===== src/rtl/uart_pkg.sv =====
// Shared types for the UART transmitter: FSM state encoding, parity mode
// encoding and small parity helpers.
package uart_pkg;

   typedef enum logic [2:0] {
      ST_IDLE   = 3'd0,
      ST_START  = 3'd1,
      ST_DATA   = 3'd2,
      ST_PARITY = 3'd3,
      ST_STOP   = 3'd4
   } uart_state_e;

   typedef enum logic [1:0] {
      PAR_NONE = 2'b00,
      PAR_EVEN = 2'b01,
      PAR_ODD  = 2'b10,
      PAR_RSVD = 2'b11
   } parity_mode_e;

   // Reserved encoding sends no parity bit, same as PAR_NONE.
   function automatic logic parity_enabled(input parity_mode_e mode);
      return (mode == PAR_EVEN) || (mode == PAR_ODD);
   endfunction

   // Narrower words are zero-extended by the caller; zeros do not change the XOR.
   function automatic logic parity_bit(input logic [7:0] data, input parity_mode_e mode);
      return (^data) ^ (mode == PAR_ODD);
   endfunction

endpackage


===== src/rtl/uart_baud_gen.sv =====
// Bit-period timer: a down-counter that reloads at terminal count and emits a
// one-cycle tick every BAUD_DIV cycles. clear restarts a full period so the
// first bit of a frame is exactly BAUD_DIV cycles long.
module uart_baud_gen #(
   parameter int CLOCK_SPEED = 50_000_000,
   parameter int BAUD_RATE   = 115_200
) (
   input  logic clk,
   input  logic rst,
   input  logic clear,
   output logic tick
);

   localparam int BAUD_DIV = CLOCK_SPEED / BAUD_RATE;

   if (BAUD_DIV < 2) begin : g_bad_div
      $error("uart_baud_gen: CLOCK_SPEED/BAUD_RATE must be at least 2");
   end

   localparam int CW = $clog2(BAUD_DIV);
   localparam logic [CW-1:0] RELOAD = CW'(BAUD_DIV - 1);

   logic [CW-1:0] cnt_q, cnt_d;

   // Next count: restart on clear, reload at terminal count, otherwise count down.
   always_comb begin
      cnt_d = cnt_q;
      if (clear) begin
         cnt_d = RELOAD;
      end else if (cnt_q == '0) begin
         cnt_d = RELOAD;
      end else begin
         cnt_d = cnt_q - 1'b1;
      end
   end

   // Counter register.
   always_ff @(posedge clk or posedge rst) begin
      if (rst) begin
         cnt_q <= '0;
      end else begin
         cnt_q <= cnt_d;
      end
   end

   assign tick = (cnt_q == '0);

endmodule


===== src/rtl/uart_tx_cfg.sv =====
// Configurable UART transmitter: 5..8 data bits LSB first, optional even/odd
// parity, one or two stop bits. Frame configuration is latched on the
// accepting handshake so the source may change its inputs mid-frame.
//
// state     | meaning
// ----------+-------------------------------------------------
// ST_IDLE   | line high, in_ready=1, waiting for in_valid
// ST_START  | start bit (tx=0) for one bit period
// ST_DATA   | data bits, LSB first, bit_cnt counts down to 0
// ST_PARITY | parity bit for one bit period (only if enabled)
// ST_STOP   | stop bits (tx=1), bit_cnt counts down to 0
module uart_tx_cfg
   import uart_pkg::*;
#(
   parameter int CLOCK_SPEED = 50_000_000,
   parameter int BAUD_RATE   = 115_200,
   parameter int DATA_BITS   = 8
) (
   input  logic                 clk,
   input  logic                 rst,
   input  logic                 in_valid,
   output logic                 in_ready,
   input  logic [DATA_BITS-1:0] in_data,
   input  logic [1:0]           parity_mode,
   input  logic                 two_stop,
   output logic                 tx,
   output logic                 busy,
   output logic                 done
);

   localparam int BAUD_DIV = CLOCK_SPEED / BAUD_RATE;

   if (BAUD_DIV < 2) begin : g_bad_div
      $error("uart_tx_cfg: CLOCK_SPEED/BAUD_RATE must be at least 2");
   end
   if ((DATA_BITS < 5) || (DATA_BITS > 8)) begin : g_bad_bits
      $error("uart_tx_cfg: DATA_BITS must be in 5..8");
   end

   localparam logic [2:0] LAST_DATA = 3'(DATA_BITS - 1);

   uart_state_e          state_q, state_d;
   logic [DATA_BITS-1:0] data_q, data_d;
   logic                 par_en_q, par_en_d;
   logic                 par_bit_q, par_bit_d;
   logic                 two_stop_q, two_stop_d;
   logic [2:0]           bit_cnt_q, bit_cnt_d;
   logic                 tx_q, tx_d;
   logic                 transfer;
   logic                 tick;

   assign transfer = in_valid && (state_q == ST_IDLE);

   uart_baud_gen #(
      .CLOCK_SPEED (CLOCK_SPEED),
      .BAUD_RATE   (BAUD_RATE)
   ) u_baud_gen (
      .clk   (clk),
      .rst   (rst),
      .clear (transfer),
      .tick  (tick)
   );

   // Next-state, capture and line-level logic; tx_d is the level for the next cycle.
   always_comb begin
      state_d    = state_q;
      data_d     = data_q;
      par_en_d   = par_en_q;
      par_bit_d  = par_bit_q;
      two_stop_d = two_stop_q;
      bit_cnt_d  = bit_cnt_q;
      tx_d       = tx_q;
      unique case (state_q)
         ST_IDLE: begin
            tx_d = 1'b1;
            if (in_valid) begin
               state_d    = ST_START;
               data_d     = in_data;
               par_en_d   = parity_enabled(parity_mode_e'(parity_mode));
               par_bit_d  = parity_bit(8'(in_data), parity_mode_e'(parity_mode));
               two_stop_d = two_stop;
               tx_d       = 1'b0;
            end
         end
         ST_START: begin
            if (tick) begin
               state_d   = ST_DATA;
               bit_cnt_d = LAST_DATA;
               tx_d      = data_q[0];
            end
         end
         ST_DATA: begin
            if (tick) begin
               if (bit_cnt_q == 3'd0) begin
                  if (par_en_q) begin
                     state_d = ST_PARITY;
                     tx_d    = par_bit_q;
                  end else begin
                     state_d   = ST_STOP;
                     bit_cnt_d = {2'b00, two_stop_q};
                     tx_d      = 1'b1;
                  end
               end else begin
                  // Shift so the bit on the line is always data_q[0].
                  bit_cnt_d = bit_cnt_q - 3'd1;
                  data_d    = data_q >> 1;
                  tx_d      = data_q[1];
               end
            end
         end
         ST_PARITY: begin
            if (tick) begin
               state_d   = ST_STOP;
               bit_cnt_d = {2'b00, two_stop_q};
               tx_d      = 1'b1;
            end
         end
         ST_STOP: begin
            tx_d = 1'b1;
            if (tick) begin
               if (bit_cnt_q == 3'd0) begin
                  state_d = ST_IDLE;
               end else begin
                  bit_cnt_d = bit_cnt_q - 3'd1;
               end
            end
         end
         default: begin
            state_d = ST_IDLE;
            tx_d    = 1'b1;
         end
      endcase
   end

   // State and captured-frame registers; reset idles the line high at once.
   always_ff @(posedge clk or posedge rst) begin
      if (rst) begin
         state_q    <= ST_IDLE;
         data_q     <= '0;
         par_en_q   <= 1'b0;
         par_bit_q  <= 1'b0;
         two_stop_q <= 1'b0;
         bit_cnt_q  <= 3'd0;
         tx_q       <= 1'b1;
      end else begin
         state_q    <= state_d;
         data_q     <= data_d;
         par_en_q   <= par_en_d;
         par_bit_q  <= par_bit_d;
         two_stop_q <= two_stop_d;
         bit_cnt_q  <= bit_cnt_d;
         tx_q       <= tx_d;
      end
   end

   assign tx       = tx_q;
   assign in_ready = (state_q == ST_IDLE);
   assign busy     = (state_q != ST_IDLE);
   // Last cycle of the last stop bit: decoded from registers only.
   assign done     = (state_q == ST_STOP) && (bit_cnt_q == 3'd0) && tick;

endmodule


===== config.mk =====
export PLATFORM = sky130hd
export DESIGN_NAME = uart_tx_cfg
export DESIGN_NICKNAME = d
export VERILOG_FILES = /design/src/rtl/uart_pkg.sv /design/src/rtl/uart_baud_gen.sv /design/src/rtl/uart_tx_cfg.sv
export SDC_FILE = /design/constraint.sdc
export NUM_CORES = 1
export LEC_CHECK = 0
export CAP_MARGIN = 20
export CORE_MARGIN = 10
export CORE_UTILIZATION = 53
export CTS_CLUSTER_SIZE = 28
export DETAILED_ROUTE_END_ITERATION = 8
export PLACE_DENSITY = 0.79
export SLEW_MARGIN = 20
export SYNTH_ARGS = -nofsm -noshare
export SYNTH_HDL_FRONTEND = slang
export SYNTH_SLANG_ARGS = --single-unit

===== constraint.sdc =====
create_clock -name clk -period 3.7 [get_ports clk]
set_input_delay 0.74 -clock clk [delete_from_list [all_inputs] [get_ports clk]]
set_output_delay 0.74 -clock clk [all_outputs]
set_load 0.005 [all_outputs]

# Yosys cells after proc, flatten, opt, wreduce, memory -nomap -nowiden
# Index checks and enable logic that the tools add are counted.
# totals
reg_bits	27
latch_bits	0
ram_bits	0
rom_bits	0
word_cells	73
n_memories	0
# op_classes
addsub	2
mul	0
n_div	0
magnitude_cmp	0
eq_ne	16
n_shift	0
n_mux	30
bitwise_logic	1
reduce_logical	16
# ops
operator	n
$mux W3	15
$mux W8	3
$mux W9	2
$ne A2 B2 Y1 const B	9
$pmux W8 S2	1
$pmux W3 S5	1
$reduce_and A7 Y1	2
$pmux W3 S4	1
$logic_not A9 Y1	1
$sub A9 B1 Y9 const B	1
$reduce_xor A8 Y1	1
$eq A3 B2 Y1 const B	2
$logic_not A3 Y1	2
$mux W1	6
$pmux W1 S4	1
$reduce_and A4 Y1	1
$reduce_bool A4 Y1	1
$eq A3 B1 Y1 const B	1
$eq A3 B3 Y1 const B	1
$logic_and A1 B1 Y1	3
$ne A3 B3 Y1 const B	1
$reduce_and A3 Y1	1
$reduce_bool A3 Y1	1
$sub A3 B1 Y3 const B	1
6 further kinds	6

# Depth between registers and ports, before layout
# logic_depth
depth_word	4
ltp_mapped	9

# Hierarchy
# A second synthesis with hierarchy kept.
# unflattened
hier_cells	170
hier_area_um2	1570.3
# by_module_without_submodules
module	instances	cells_per_inst	area_each_um2
uart_tx_cfg	1	125	1129.8
uart_baud_gen	1	45	440.4

# Worst setup path before layout
# OpenSTA, ideal clock, no wires.
# synth_path
kind	reg2out
startpoint	register u_baud_gen.cnt_q[3]
endpoint	output port done
t_arrival_ns	1.779
t_required_ns	2.960
slack_ns	1.181
path_stages_with_launch	5
cell_sequence	dfrtp_1 > or4_4 > or4_4 > buf_6 > nor3_1
# synth_between
elab_chain_cells	2
# synth_lines
element	line_no	text
start: declaration	uart_baud_gen.sv:23	logic [CW-1:0] cnt_q, cnt_d;
start signal: assignment	uart_baud_gen.sv:42	cnt_q <= cnt_d;
$logic_not A9 Y1	uart_baud_gen.sv:46	assign tick = (cnt_q == '0);
$logic_and A1 B1 Y1	uart_tx_cfg.sv:160	assign done = (state_q == ST_STOP) && (bit_cnt_q == 3'd0) && tick;
end: declaration	uart_tx_cfg.sv:28	output logic done
# No other way between the ends.

# Final worst setup path
# Same ends and word-level chain as after synthesis.

==> impl_metrics.toml <==
[global_routing]
grt_pass1_vias = 1323
grt_antenna_before_repair = 0
grt_max_degree = 28
grt_overflow = 0
met2_usage = 0.224
top_usage_layer = "met2"
met3_usage = 0.0242
met1_usage = 0.124
grt_pass1_wl_um = 5390
track_usage = 0.121

[layout]
design_area_mm2 = 0.00176
diodes = 0
fin_nets = 199
drive_above_1_share = 0.100
syn_to_final_growth_pct = 14.7

[floorplan]
die_w_um = 73.8
dieArea_mm2 = 0.00545
num_rows = 19
initial_core_util = 0.557
design.portCount = 18
die_y_um = 73.8
core_mm2 = 0.00276

[drt]
viasPerCell = 5.72
wire_per_inst_um = 15.1
vias = 1206
wl_um = 3180
antenna_left = 0
first_iter_violations = 100
drt_first_pass_iters = 5
drc = 0

[synthesis]
syn_inst = 162
syn_nets = 180
synth_most_common_cell = "dfrtp_1"
yosysWarnings = 0
ys_types = 38
synthTopCellsByArea = "dfrtp_1 42%, xnor2_1 6.3%, mux2i_1 5.2%"
synth_xor_area_frac = 0.0742
syn_area_per_cell_um2 = 9.48
ys_seq_elements = 27
synth_adder_area_share = 0.0326
async_flop_share = 1.00
seq_area_frac_synth = 0.441
synthSimpleGateAreaFrac = 0.183
synth_edf_count = 0
synth_top_family_by_area = "simple AND/OR/NAND/NOR gates"
yosysTopAreaCell = "dfrtp_1"
synth-compound-area-share = 0.152
ys_top_cells_by_count = "26 x dfrtp_1, 20 x nor2_1, 14 x nand2_1"
synth_flop_cell = "dfrtp_1"
synth_area_mm2 = 0.00154
synthMuxAreaShare = 0.0668
synth_top_area_share = 0.424

[timing]
worst_pin_slew_ns = 0.967
finalClockSkew_ns = 0.00718
setup-violations-final = 0
slew_headroom = 0.351
max_freq_ghz = 0.295
tns_ns = 0
period_minus_slack_ns = 3.39
drv_slew = 0
fin_crit_sh = 0.917
worst_slack_ns = 0.307
finalHoldViolCount = 0
grt_setup_unrepaired = "no"

[hold_path]
hp-class = "reg2reg"

[placed_design]
port_buffers = 17
dp_hpwl_um = 2380
place_ws_ns = 0.663
place_congestion = 0.874
placed_area_mm2 = 0.00173

[worst_setup_path]
startpoint_type = "flip-flop"
cp_slowest_cell = "or4_4"
endpoint_kind = "output pin"
cpPeakStageDelay_ns = 0.57
path_cells = "or4_4 > or4_4 > nor3_1 > clkdlybuf4s50_1"
cp.required_ns = 2.96
cp.arrival_ns = 2.65
cp_common_cell = "or4_4"
crit_type = "reg2out"
path_max_fanout = 7

[clock_network]
clock_sinks = 27
tritoncts = "built"
cts_made_buffers = 3
cts.repair.resized = 0
path_clk_slew_ns = 0.14
htree_levels = 1
cts_setup_buffers = 0
worstSkewPairLatency_ns = 0.32
root_buffer = "clkbuf_4"
holdBufCountCts = 0
clock_path_buffers = 2

[power]
p_leak_nw = 0.734
powerDensity_mw_per_mm2 = 367
peakVddDrop_uv = 333

[run_status]
outcome = "finished clean"

[job]
drv_cap = 0
## kinds of logic after synthesis
group / count (synthesis)
AND/OR/NAND/NOR: 56
AO/OA/AOI/OAI: 35
flip-flops: 27
buffers and inverters: 17
XOR/XNOR: 13
multiplexers: 10
adder cells (fa/ha/maj): 4
## metal layers
layer / vias to the layer above / wire [um]
li1: 591 / -
met1: 589 / 1340
met4: 0 / 25
met2: 22 / 1680
met5: - / 0
met3: 4 / 130
## registers in the layout, summed over array words and instances, names as in the netlist
register / flops
par_bit_q: 1
par_en_q: 1
tx: 1
two_stop_q: 1
bit_cnt_q: 3
data_q: 8
u_baud_gen.cnt_q: 9
state_q: 3
## placed cells by master (no fill, tap or decap), drive strengths merged, types with 2 or more instances in the layout
cell	n
dfrtp	26
nor2	20
clkdlybuf4s50	17
nand2	14
a21oi	14
xnor2	11
inv	10
o21ai	8
mux2i	8
nand2b	6
nor3	4
ha	4
clkbuf	4
buf	3
or4	2
o22ai	2
nor4	2
or2	2
xor2	2
o2bb2ai	2
mux2	2
o21bai	2
## metrics by stage
stage | util | hold slack (ns) | total power [mW] | cells
after floorplan | - | 0.429 | 0.478 | 162
after global placement | 0.629 | 0.442 | 0.510 | 207
after detailed placement | 0.629 | 0.460 | 0.523 | 207
after CTS | 0.638 | 0.477 | 0.651 | 211
after global routing | 0.638 | 0.513 | 0.682 | 211
final | 0.638 | 0.469 | 0.646 | 211
## path summary, 6_finish.rpt
check                                    start             endpoint  slack, ns  depth (start not counted)
setup / recovery           u_baud_gen.cnt_q[3]                 done       0.31                          4
hold / removal             u_baud_gen.cnt_q[0]  u_baud_gen.cnt_q[0]       0.47                          1
hold reg to reg            u_baud_gen.cnt_q[0]  u_baud_gen.cnt_q[0]       0.47                          1
setup reg to reg           u_baud_gen.cnt_q[3]            data_q[6]       1.38                          5
min in group asynchronous                  rst  u_baud_gen.cnt_q[2]       0.80                          2
max in group asynchronous                  rst  u_baud_gen.cnt_q[8]       2.45                          2
## critical path, delay by kind of cell (launching register included)
kind / cells / cell delay (ns)
AND/OR/NAND/NOR: 3 / 1.34
flip-flops: 1 / 0.46
buffers and inverters: 1 / 0.54
## final cells by class
| cell class | count | area, um^2 |
|---|---|---|
| Fill cell | 244 | 997 |
| Tap cell | 31 | 38.8 |
| Multi-Input combinational cell | 118 | 785 |
| Clock buffer | 4 | 26.3 |
| Timing Repair Buffer | 20 | 193 |
| Inverter | 11 | 41.3 |
| Sequential cell | 27 | 677 |
## report_power, final
group	internal, mW	switching (mW)	total, mW
clock	0.0422	0.0855	0.128
sequential	0.339	0.0414	0.380
combinational	0.0728	0.0653	0.138
total	0.454	0.192	0.646
Power figures use the tool's default switching activity.
